[src/rtl/vram_arbiter.sv]
// Text-mode cell RAM arbiter: fixed-latency VGA cell fetch with absolute priority, host req/ack port in idle slots.
// Optional power-on clear engine enabled by defining VRAM_CLEAR_EN.
module vram_arbiter #(
    parameter int unsigned          ADDR_W      = 12,
    parameter int unsigned          DATA_W      = 16,
    parameter logic [DATA_W-1:0]    CLEAR_WORD  = DATA_W'(16'h0720),
    parameter int unsigned          CLEAR_CELLS = 2400
) (
    input  logic              clk_vga,
    input  logic              rst,
    input  logic              fetch_cell,
    input  logic [ADDR_W-1:0] cell_addr,
    output logic [DATA_W-1:0] cell_data,
    output logic              cell_valid,
    input  logic              host_req,
    input  logic              host_we,
    input  logic [ADDR_W-1:0] host_addr,
    input  logic [DATA_W-1:0] host_wdata,
    output logic              host_ack,
    output logic [DATA_W-1:0] host_rdata,
    output logic [ADDR_W-1:0] ram_addr,
    output logic              ram_we,
    output logic [DATA_W-1:0] ram_wdata,
    input  logic [DATA_W-1:0] ram_rdata,
    output logic              clear_busy
);

    typedef enum logic [1:0] {
        H_IDLE   = 2'd0,
        H_ISSUED = 2'd1,
        H_DONE   = 2'd2
    } host_state_e;

    host_state_e       state_q, state_d;
    logic              fetch_p1_q, fetch_p1_d;
    logic [DATA_W-1:0] cell_data_q, cell_data_d;
    logic              cell_valid_q, cell_valid_d;
    logic              host_ack_q, host_ack_d;
    logic [DATA_W-1:0] host_rdata_q, host_rdata_d;
    logic              host_rd_q, host_rd_d;
    logic [ADDR_W-1:0] clr_addr_w;

`ifdef VRAM_CLEAR_EN
    logic              clr_busy_q, clr_busy_d;
    logic [ADDR_W-1:0] clr_addr_q, clr_addr_d;

    // Clear engine advances only in slots not taken by a VGA fetch.
    always_comb begin
        clr_busy_d = clr_busy_q;
        clr_addr_d = clr_addr_q;
        if (clr_busy_q && !fetch_cell) begin
            if (clr_addr_q == ADDR_W'(CLEAR_CELLS - 1)) begin
                clr_busy_d = 1'b0;
            end else begin
                clr_addr_d = clr_addr_q + ADDR_W'(1);
            end
        end
    end

    always_ff @(posedge clk_vga) begin
        if (rst) begin
            clr_busy_q <= 1'b1;
            clr_addr_q <= '0;
        end else begin
            clr_busy_q <= clr_busy_d;
            clr_addr_q <= clr_addr_d;
        end
    end

    assign clear_busy = clr_busy_q;
    assign clr_addr_w = clr_addr_q;
`else
    assign clear_busy = 1'b0;
    assign clr_addr_w = '0;
`endif

    // Port grant (fetch > clear > host), fetch pipeline and host FSM.
    always_comb begin
        logic host_grant;
        host_grant   = 1'b0;
        state_d      = state_q;
        fetch_p1_d   = fetch_cell;
        cell_data_d  = cell_data_q;
        cell_valid_d = 1'b0;
        host_ack_d   = 1'b0;
        host_rdata_d = host_rdata_q;
        host_rd_d    = host_rd_q;
        ram_addr     = cell_addr;
        ram_we       = 1'b0;
        ram_wdata    = '0;

        if (!rst) begin
            if (fetch_cell) begin
                ram_addr = cell_addr;
            end else if (clear_busy) begin
                ram_addr  = clr_addr_w;
                ram_we    = 1'b1;
                ram_wdata = CLEAR_WORD;
            end else if (state_q == H_IDLE && host_req) begin
                host_grant = 1'b1;
                ram_addr   = host_addr;
                ram_we     = host_we;
                ram_wdata  = host_wdata;
            end
        end

        if (fetch_p1_q) begin
            cell_data_d  = ram_rdata;
            cell_valid_d = 1'b1;
        end

        case (state_q)
            H_IDLE: begin
                if (host_grant) begin
                    state_d   = H_ISSUED;
                    host_rd_d = !host_we;
                end
            end
            H_ISSUED: begin
                if (host_rd_q) begin
                    host_rdata_d = ram_rdata;
                end
                host_ack_d = 1'b1;
                state_d    = H_DONE;
            end
            H_DONE: begin
                state_d = H_IDLE;
            end
            default: begin
                state_d = H_IDLE;
            end
        endcase
    end

    always_ff @(posedge clk_vga) begin
        if (rst) begin
            state_q      <= H_IDLE;
            fetch_p1_q   <= 1'b0;
            cell_data_q  <= '0;
            cell_valid_q <= 1'b0;
            host_ack_q   <= 1'b0;
            host_rdata_q <= '0;
            host_rd_q    <= 1'b0;
        end else begin
            state_q      <= state_d;
            fetch_p1_q   <= fetch_p1_d;
            cell_data_q  <= cell_data_d;
            cell_valid_q <= cell_valid_d;
            host_ack_q   <= host_ack_d;
            host_rdata_q <= host_rdata_d;
            host_rd_q    <= host_rd_d;
        end
    end

    assign cell_data  = cell_data_q;
    assign cell_valid = cell_valid_q;
    assign host_ack   = host_ack_q;
    assign host_rdata = host_rdata_q;

endmodule

[config.mk]
export PLATFORM = sky130hd
export DESIGN_NAME = vram_arbiter
export DESIGN_NICKNAME = d
export VERILOG_FILES = /design/src/rtl/vram_arbiter.sv
export SDC_FILE = /design/constraint.sdc
export NUM_CORES = 1
export LEC_CHECK = 0
export CORE_ASPECT_RATIO = 1.5
export CORE_MARGIN = 2
export CORE_UTILIZATION = 30
export DETAILED_ROUTE_END_ITERATION = 8
export PLACE_DENSITY_LB_ADDON = 0.25
export SLEW_MARGIN = 0
export SYNTH_ARGS = -nofsm -noshare
export SYNTH_HDL_FRONTEND = slang
export SYNTH_SLANG_ARGS = --single-unit
[constraint.sdc]
create_clock -name clk_vga -period 1.5 [get_ports clk_vga]
set_input_delay 0.225 -clock clk_vga [delete_from_list [all_inputs] [get_ports clk_vga]]
set_output_delay 0.225 -clock clk_vga [all_outputs]
set_load 0.02 [all_outputs]
; After elaboration in Yosys (flattened, before gate mapping)
; Cells that the tools add are included.
[word_totals]
ff_bits = 38
input_bits = 61
[classes]
n_eq_ne = 2
muxes = 16
n_reduce_logical = 5
[op_table]
columns = op, count
row1 = $mux 16, 3
row2 = $mux 12, 3
row3 = $mux 1, 8
row4 = $pmux 2 s2, 1
row5 = $reduce_and 2->1, 2
row6 = $eq 2x1->1 const B, 1
row7 = $logic_not 2->1, 1
row8 = $mux 2, 1
row9 = $ne 2x1->1 const B, 1
row10 = $logic_and 1x1->1, 1
row11 = $logic_not 1->1, 1

; Longest topological paths before layout
[logic_depth]
depth_word = 7
depth_mapped = 5

; Least setup slack after synthesis
; Ideal clock, no wire load.
[synth_timing]
path_type = register to output
startpoint = register state_q[0]
endpoint = output port ram_addr[10]
arrival_time_ns = 1.264
required_time_ns = 1.275
setup_slack_ns = 0.011
stages_incl_launch_ff = 5
path_cell_list = dfxtp_1 nand2b_1 nor4_4 buf_4 mux2_2
[synth_via]
elab_chain_cells = 5
[synth_rtl]
columns = item, line
row1 = start: declaration, 34  ; host_state_e state_q, state_d;
row2 = start signal: assignment, 145  ; state_q <= state_d;
row3 = $logic_not 2->1, 99  ; end else if (state_q == H_IDLE && host_req) begin
row4 = $logic_and 1x1->1, 99
row5 = $mux 12, 99
row6 = $mux 12, 93  ; if (fetch_cell) begin
row7 = $mux 12, 92  ; if (!rst) begin
row8 = end: declaration, 21  ; output logic [ADDR_W-1:0] ram_addr,
; Every way passes these cells.

; Worst setup path after layout
[layout_timing]
startpoint = register state_q[1]
endpoint = output port ram_addr[8]
; The elaborated chain is that of the path after synthesis.

==> results.yml <==
status:
  outcome: "finished with violations"
  violations: "setup timing"
yosys:
  muxShareOfSynthArea_pct: 19.26
  yosys_register_bits: 38
  synth-simple-area-share_pct: 23.11
  yosys_warnings: 0
  synth_compound_gate_area_share_pct: 5.031
  synthDistinctLibCells: 20
  syn_area_um2: 1592
  postSynthAreaPerCell_um2: 9.253
  synth_top_family_by_area: "simple AND/OR/NAND/NOR gates"
  synthAdderAreaFrac_pct: 0
  synth.area.top_cells: "dfxtp_1, mux2i_1, mux2_2"
  synth_seq_area_share_pct: 47.80
  synth_nets: 233
  synth-xor-area-share_pct: 0
  syn_inst: 172
  yosysTopAreaCell: "dfxtp_1"
  synth_top_area_share_pct: 47.80
worst_setup_path:
  required_ns: 1.27
  worst-path-buf-inv: 3
  start_kind: "register"
  path_depth: 5
  arrival_ns: 1.66
  ff2ff_path_depth: 6
  slowest_stage: "dfxtp_2"
  startpoint: "state_q[1]"
  slowest_delay_ns: 0.34
  critPathMaxFanout: 13
  crit_family: "buffers and inverters"
  path_class: "reg -> out"
  worstReg2RegStart: "state_q[1]"
  r2r-end: "host_rd_q"
  worst-r2r-setup-slack_ns: 0.01
  crit_chain: "nor4_4 > buf_6 > buf_12 > mux2_2 > buf_2"
  end_kind: "output pin"
grt:
  grt_util_met2_pct: 30.88
  grt_pass1_vias: 1642
  grt_overflow_total: 0
  grt_util_met1_pct: 16.19
  grt_use_total_pct: 16.46
  grt_pass1_wl_um: 7514
  use_met3_pct: 5.415
  top_usage_layer: "met2"
  grt_max_degree: 39
  antenna_found_initial: 0
power:
  p_seq_share_pct: 40.2
  internal_power_mw: 2.057
  clock_power_share_pct: 40.1
  power.share.switching_pct: 21.17
  p_sw_mw: 0.5526
  pwr_density_cell_nw_per_um2: 817.0
  power.leakage_nw: 1.412
  pwr-share-comb_pct: 19.6
  ir_drop_uv: 439.9
  power.total_mw: 2.610
clock_network:
  clk_latency_ns: 0.28
  cts_buffers: 5
  clock_sinks: 38
  ctsLongestPathBuffers: 2
  path_clk_slew_ns: 0.07
  cts_tree: "yes"
  htreeDepth: 2
  root_buffer: "clkbuf_8"
timing:
  finalClockSkew_ns: 0.004652
  holdWs_ns: 0.3757
  slew_violations: 0
  fin_ws_ns: -0.3834
  setup-violations-final: 29
  hold_viol_final: 0
  clock.fmax_ghz: 0.5310
  fin_crit_sh_pct: 125.6
  rsz0062_at_grt: "yes"
  min_period_ns: 1.883
layout:
  layout-drive-gt1-share_pct: 27.87
  final_cells: 373
  multi_input_area_um2: 815.8
  final_common_cell: "clkdlybuf4s50_1"
  post-route-util_pct: 62.33
  regArea_um2: 762.0
  final_cell_mix: "clkdlybuf4s50_1, dfxtp_1, nand2_1"
  final_nets: 365
  diodes: 0
  area_delta_synth_final_pct: 100.7
  fillers: 480
hold_path:
  min_from: "fetch_cell"
  hold_path_class: "in -> reg"
  hold_depth: 2
  holdPathEnd: "fetch_p1_q"
die:
  die_y_um: 93.21
  core.rowCount: 32
  coreArea_um2: 5125
  start_util_pct: 31.05
  die_w_um: 63.47
  boundaryPins: 125
  dieArea_um2: 5916
placed_design:
  dpl.cell_count: 360
  gp_congestion: 0.7769
  post-place-ws_ns: -0.8147
  io_buffer_count: 123
  dp_hpwl_um: 3547
detailed_routing:
  vias: 1650
  routed_wirelength_um: 4714
  drt_iter0_markers: 46
  drcViolationCount: 0
  viasPerCell: 4.424
  dr.pass1.iters: 4
  wl_per_cell_um: 12.64
  ant_nets: 0
job:
  max_cap_violations: 0
## cells by family after synthesis
kind of cell,count (synthesis)
other cells,1
compound gates,16
simple gates,75
buf+inv,13
flops,38
mux,29
## layer usage
| layer | part of all wire [%] | up-vias | wire, um |
|---|---|---|---|
| li1 | - | 819 | - |
| met1 | 35 | 723 | 1634 |
| met2 | 52 | 102 | 2461 |
| met3 | 11 | 6 | 536 |
| met4 | 1.7 | 0 | 81 |
| met5 | 0 | - | 0 |
## power by group through the flow
stage / clock network (mW) / registers, mW / logic [mW]
2_1_floorplan: 0 / 1.10 / 0.165
3_3_place_gp: 0 / 1.07 / 0.493
3_5_place_dp: 0 / 1.07 / 0.494
4_1_cts: 1.09 / 1.05 / 0.488
5_1_grt: 1.13 / 1.05 / 0.547
6_report: 1.05 / 1.05 / 0.513
## Yosys cell counts
library cell and number:
dfxtp_1 38, nand2_1 32, and2_1 17, nor2_1 17, a21oi_1 16, mux2i_1 16
mux2_2 13, buf_2 6, nor2b_1 3, buf_1 2, buf_4 2, nor3b_1 2
and3b_1 1, buf_6 1, clkbuf_1 1, clkbuf_2 1, conb_1 1, nand2b_1 1
nand3b_1 1, nor4_4 1
## repair_timing
item / CTS / global route
setup buffers: 2 / 1
hold buffers: 0 / 0
gates resized for setup: 148 / 47
hold endpoints to repair: 0 / 0
endpoints found under the setup margin: 30 / 37
cloned: 2 / 0
pin swaps: 0 / 15
## stage by stage
| step | cell area (um2) | setup TNS (ns) |
|---|---|---|
| 6_report | 3194 | -8.786 |
| 5_1_grt | 3194 | -10.31 |
| 4_1_cts | 3057 | -10.09 |
| 3_5_place_dp | 2923 | -22.05 |
| 3_3_place_gp | 2923 | -22.12 |
| 2_1_floorplan | 1592 | 0 |
## area by class of cell
type	count	share of cell area [%]
clock buffers	6	2.585
multi-input cells	121	25.54
well taps	68	2.664
flip-flops and latches	38	23.85
repair buffers	138	43.48
clock inverters	2	1.880
## worst reg2reg max path, delay by kind of cell (launching register included)
family / cells / cell delay, ns
buffers and inverters: 4 / 0.46
flip-flops: 1 / 0.34
multiplexers: 1 / 0.31
AND/OR/NAND/NOR: 1 / 0.28
## flip-flops by register name (all words and copies together), names as in the netlist
signal and cells:
host_rd_q 1, cell_valid 1, host_rdata 16, host_ack 1
fetch_p1_q 1, state_q 2, cell_data 16
## worst max-delay path by stage
stage | slack [ns] | endpoint
floorplan | 0.01 | ram_addr[10]
global route | -0.43 | ram_addr[11]
CTS | -0.52 | ram_addr[11]
detailed placement | -0.81 | ram_addr[1]
global placement | -0.81 | ram_addr[11]
finish | -0.38 | ram_addr[8]
Power figures use the tool's default switching activity.
==> RTL edit (same flow settings) <==
Take the reset off `cell_data_q` and `host_rdata_q` and load them in a clocked block of their own.
--- a/src/rtl/vram_arbiter.sv
+++ b/src/rtl/vram_arbiter.sv
@@ -138,6 +138,4 @@
             fetch_p1_q   <= 1'b0;
-            cell_data_q  <= '0;
             cell_valid_q <= 1'b0;
             host_ack_q   <= 1'b0;
-            host_rdata_q <= '0;
             host_rd_q    <= 1'b0;
@@ -146,8 +144,11 @@
             fetch_p1_q   <= fetch_p1_d;
-            cell_data_q  <= cell_data_d;
             cell_valid_q <= cell_valid_d;
             host_ack_q   <= host_ack_d;
-            host_rdata_q <= host_rdata_d;
             host_rd_q    <= host_rd_d;
         end
+    end
+
+    always_ff @(posedge clk_vga) begin
+        cell_data_q  <= cell_data_d;
+        host_rdata_q <= host_rdata_d;
     end
Function: differs if rst is asserted again (counterexample within 4 cycles, from zero or initial values and one cycle with rst high); with rst held inactive, the same outputs for 10 cycles.
==> RTL edit against the original RTL <==
  * The flow still finishes with violations (negative setup slack)
  * Core utilization increased by 1.6 points
  * Global-route usage decreased by 2.6 points
  * Sequential cell count unchanged
  * Wire length decreased by 19%
  * Synthesized area decreased by 7.0%
  * Critical path depth increased by 1
  * Setup slack got worse by 0.046 ns
  * Power decreased by 12%
  * Non-clock buffer count increased by 2
  * Hold slack got worse by 0.11 ns
  * Cell count decreased by 22%
  * Register-to-register slack improved by 0.32 ns
  * Final area decreased by 3.7%
==> RTL edit: results (changes against the original RTL) <==
| Metric | Value |
|---|---|
| Pre-CTS setup slack | -0.834 ns (-0.0190 ns) |
| Cell count after synthesis | 81 (-53%) |
| First-pass GRT wire length | 5690 um (-24%) |
| Mux cell area share after synthesis | 11.7% (-7.6 points) |
| Top post-synthesis cells by count | edfxtp_1 (32), and2_1 (17), mux2_4 (10) |
| Ranking of synthesized cells by area | edfxtp_1 (65%), mux2_4 (10%), dfxtp_1 (8.1%) |
| Largest net degree at the start of global routing | 18 (-54%) |
| Seq Cell Count | 38 (unchanged) |
| Final Wtd Congestion | 0.735 (-5.5%) |
| FILL cells | 420 (-13%) |
| Reg2reg path depth | 3 (-3) |
| DP Wirelength | 3090 um (-13%) |
| Cell Area, Placed | 2870 um2 (-1.8%) |
| Clkbuf count | 5 (-1) |
| DR vias | 1,210 (-27%) |
| Post-synth EDFFs | 32 (+32) |
| Comb_multi_in | 39 (-68%) |
| Hold endpoint | fetch_p1_q |
| Post-DR wirelength/cell | 13.1 um (+3.8%) |
| Clk_skew | 0.00389 ns (-0.000762 ns) |
| Placed cell count | 277 (-23%) |
| Nets | 285 (-22%) |
| Multi-input logic area | 394 um2 (-52%) |
| Num rows | 31 (-3.1%) |
| Peak supply drop | 0.385 mV (-13%) |
| WP data arrival | 1.70 ns (+0.04 ns) |
| Post-synthesis sequential area ratio | 73.0% (+25 points) |
| Non-clock buffer area fraction after layout | 46.5% (+3.0 points) |
| Reg2reg end | host_rdata[11] |
| Share of layout cells above drive strength 1 | 35.1% (+7.2 points) |
| Final setup margin | -0.429 ns (-0.0457 ns) |
| Final setup viols | 29 (unchanged) |
| Crit path max fanout | 5 (-8) |
| Setup slack, reg-to-reg | 0.33 ns (+0.32 ns) |
| Clock Latency Late Sink | 0.28 ns (about the same) |
| Most used flip-flop cell after synthesis | edfxtp_1 |
| Unique masters post-synth | 18 (-10%) |
| Worst hold slack | 0.266 ns (-0.110 ns) |
| Syn nets | 142 (-39%) |
| Post-route cell area | 3080 um2 (-3.7%) |
| FF/Latch Area | 1080 um2 (+42%) |
| Vias in the first global route | 1,258 (-23%) |
| Post-Route Setup TNS | -9.64 ns (-0.856 ns) |
| Synth Area in Compound Gates | 0.930% (-4.1 points) |
| Clock-cell share | 2.77% (-1.7 points) |
| Signal buffers | 140 (+1.4%) |
| P_leak | 1.21 nW (-14%) |
| GRT Util Overall | 13.9% (-2.6 points) |
| Status | complete, but fails checks |
| DR iter-0 viols | 19 (-59%) |
| Failing checks | negative setup slack |
| DRT Wirelength | 3820 um (-19%) |
| Worst hold-check path type | primary input to register |
## RTL edit: metal layers
| layer | GRT usage (%) | wire (um) | vias up |
|---|---|---|---|
| met4 | 6.38 | 56 | 0 |
| met1 | 12.2 | 1190 | 550 |
| met5 | 0 | 0 | - |
| met3 | 3.17 | 322 | 4 |
| li1 | - | - | 577 |
| met2 | 27.0 | 2250 | 79 |
## RTL edit: power breakdown
group / internal, mW / switching (mW) / total (mW) / leakage (nW)
sequential: 1.17 / 0.00821 / 1.18 / 0.344
clock: 0.317 / 0.322 / 0.639 / 0.0416
combinational: 0.315 / 0.172 / 0.487 / 0.829
total: 1.81 / 0.502 / 2.31 / 1.21
## RTL edit: worst max-delay path by stage
stage | start | end | slack, ns
after floorplan | state_q[1] | ram_addr[10] | 0.007
after detailed placement | fetch_cell | ram_addr[10] | -0.83
after CTS | state_q[1] | ram_addr[10] | -0.52
after global routing | state_q[0] | ram_addr[10] | -0.50
final | state_q[0] | ram_addr[10] | -0.43
after global placement | fetch_cell | ram_addr[8] | -0.77
## RTL edit: cell families after synthesis
| kind of cell | Yosys count |
|---|---|
| muxes | 12 |
| other | 1 |
| buffers and inverters | 4 |
| AOI/OAI and AO/OA | 2 |
| and+or+nand+nor | 24 |
| DFF | 38 |
## RTL edit: critical path, cell delays in order, from the launching register on
cell and delay (ns):
dfxtp_2 0.34, nor3_4 0.17, and3b_4 0.27, buf_6 0.12, buf_6 0.10, mux2_4 0.29, buf_6 0.13
## RTL edit: what timing repair did
item | 4_1_cts | 5_1_grt
buffers inserted | 5 | 2
endpoints found under the setup margin | 29 | 29
pin swaps | 1 | 10
gates resized for setup | 158 | 27
cloned | 1 | 0
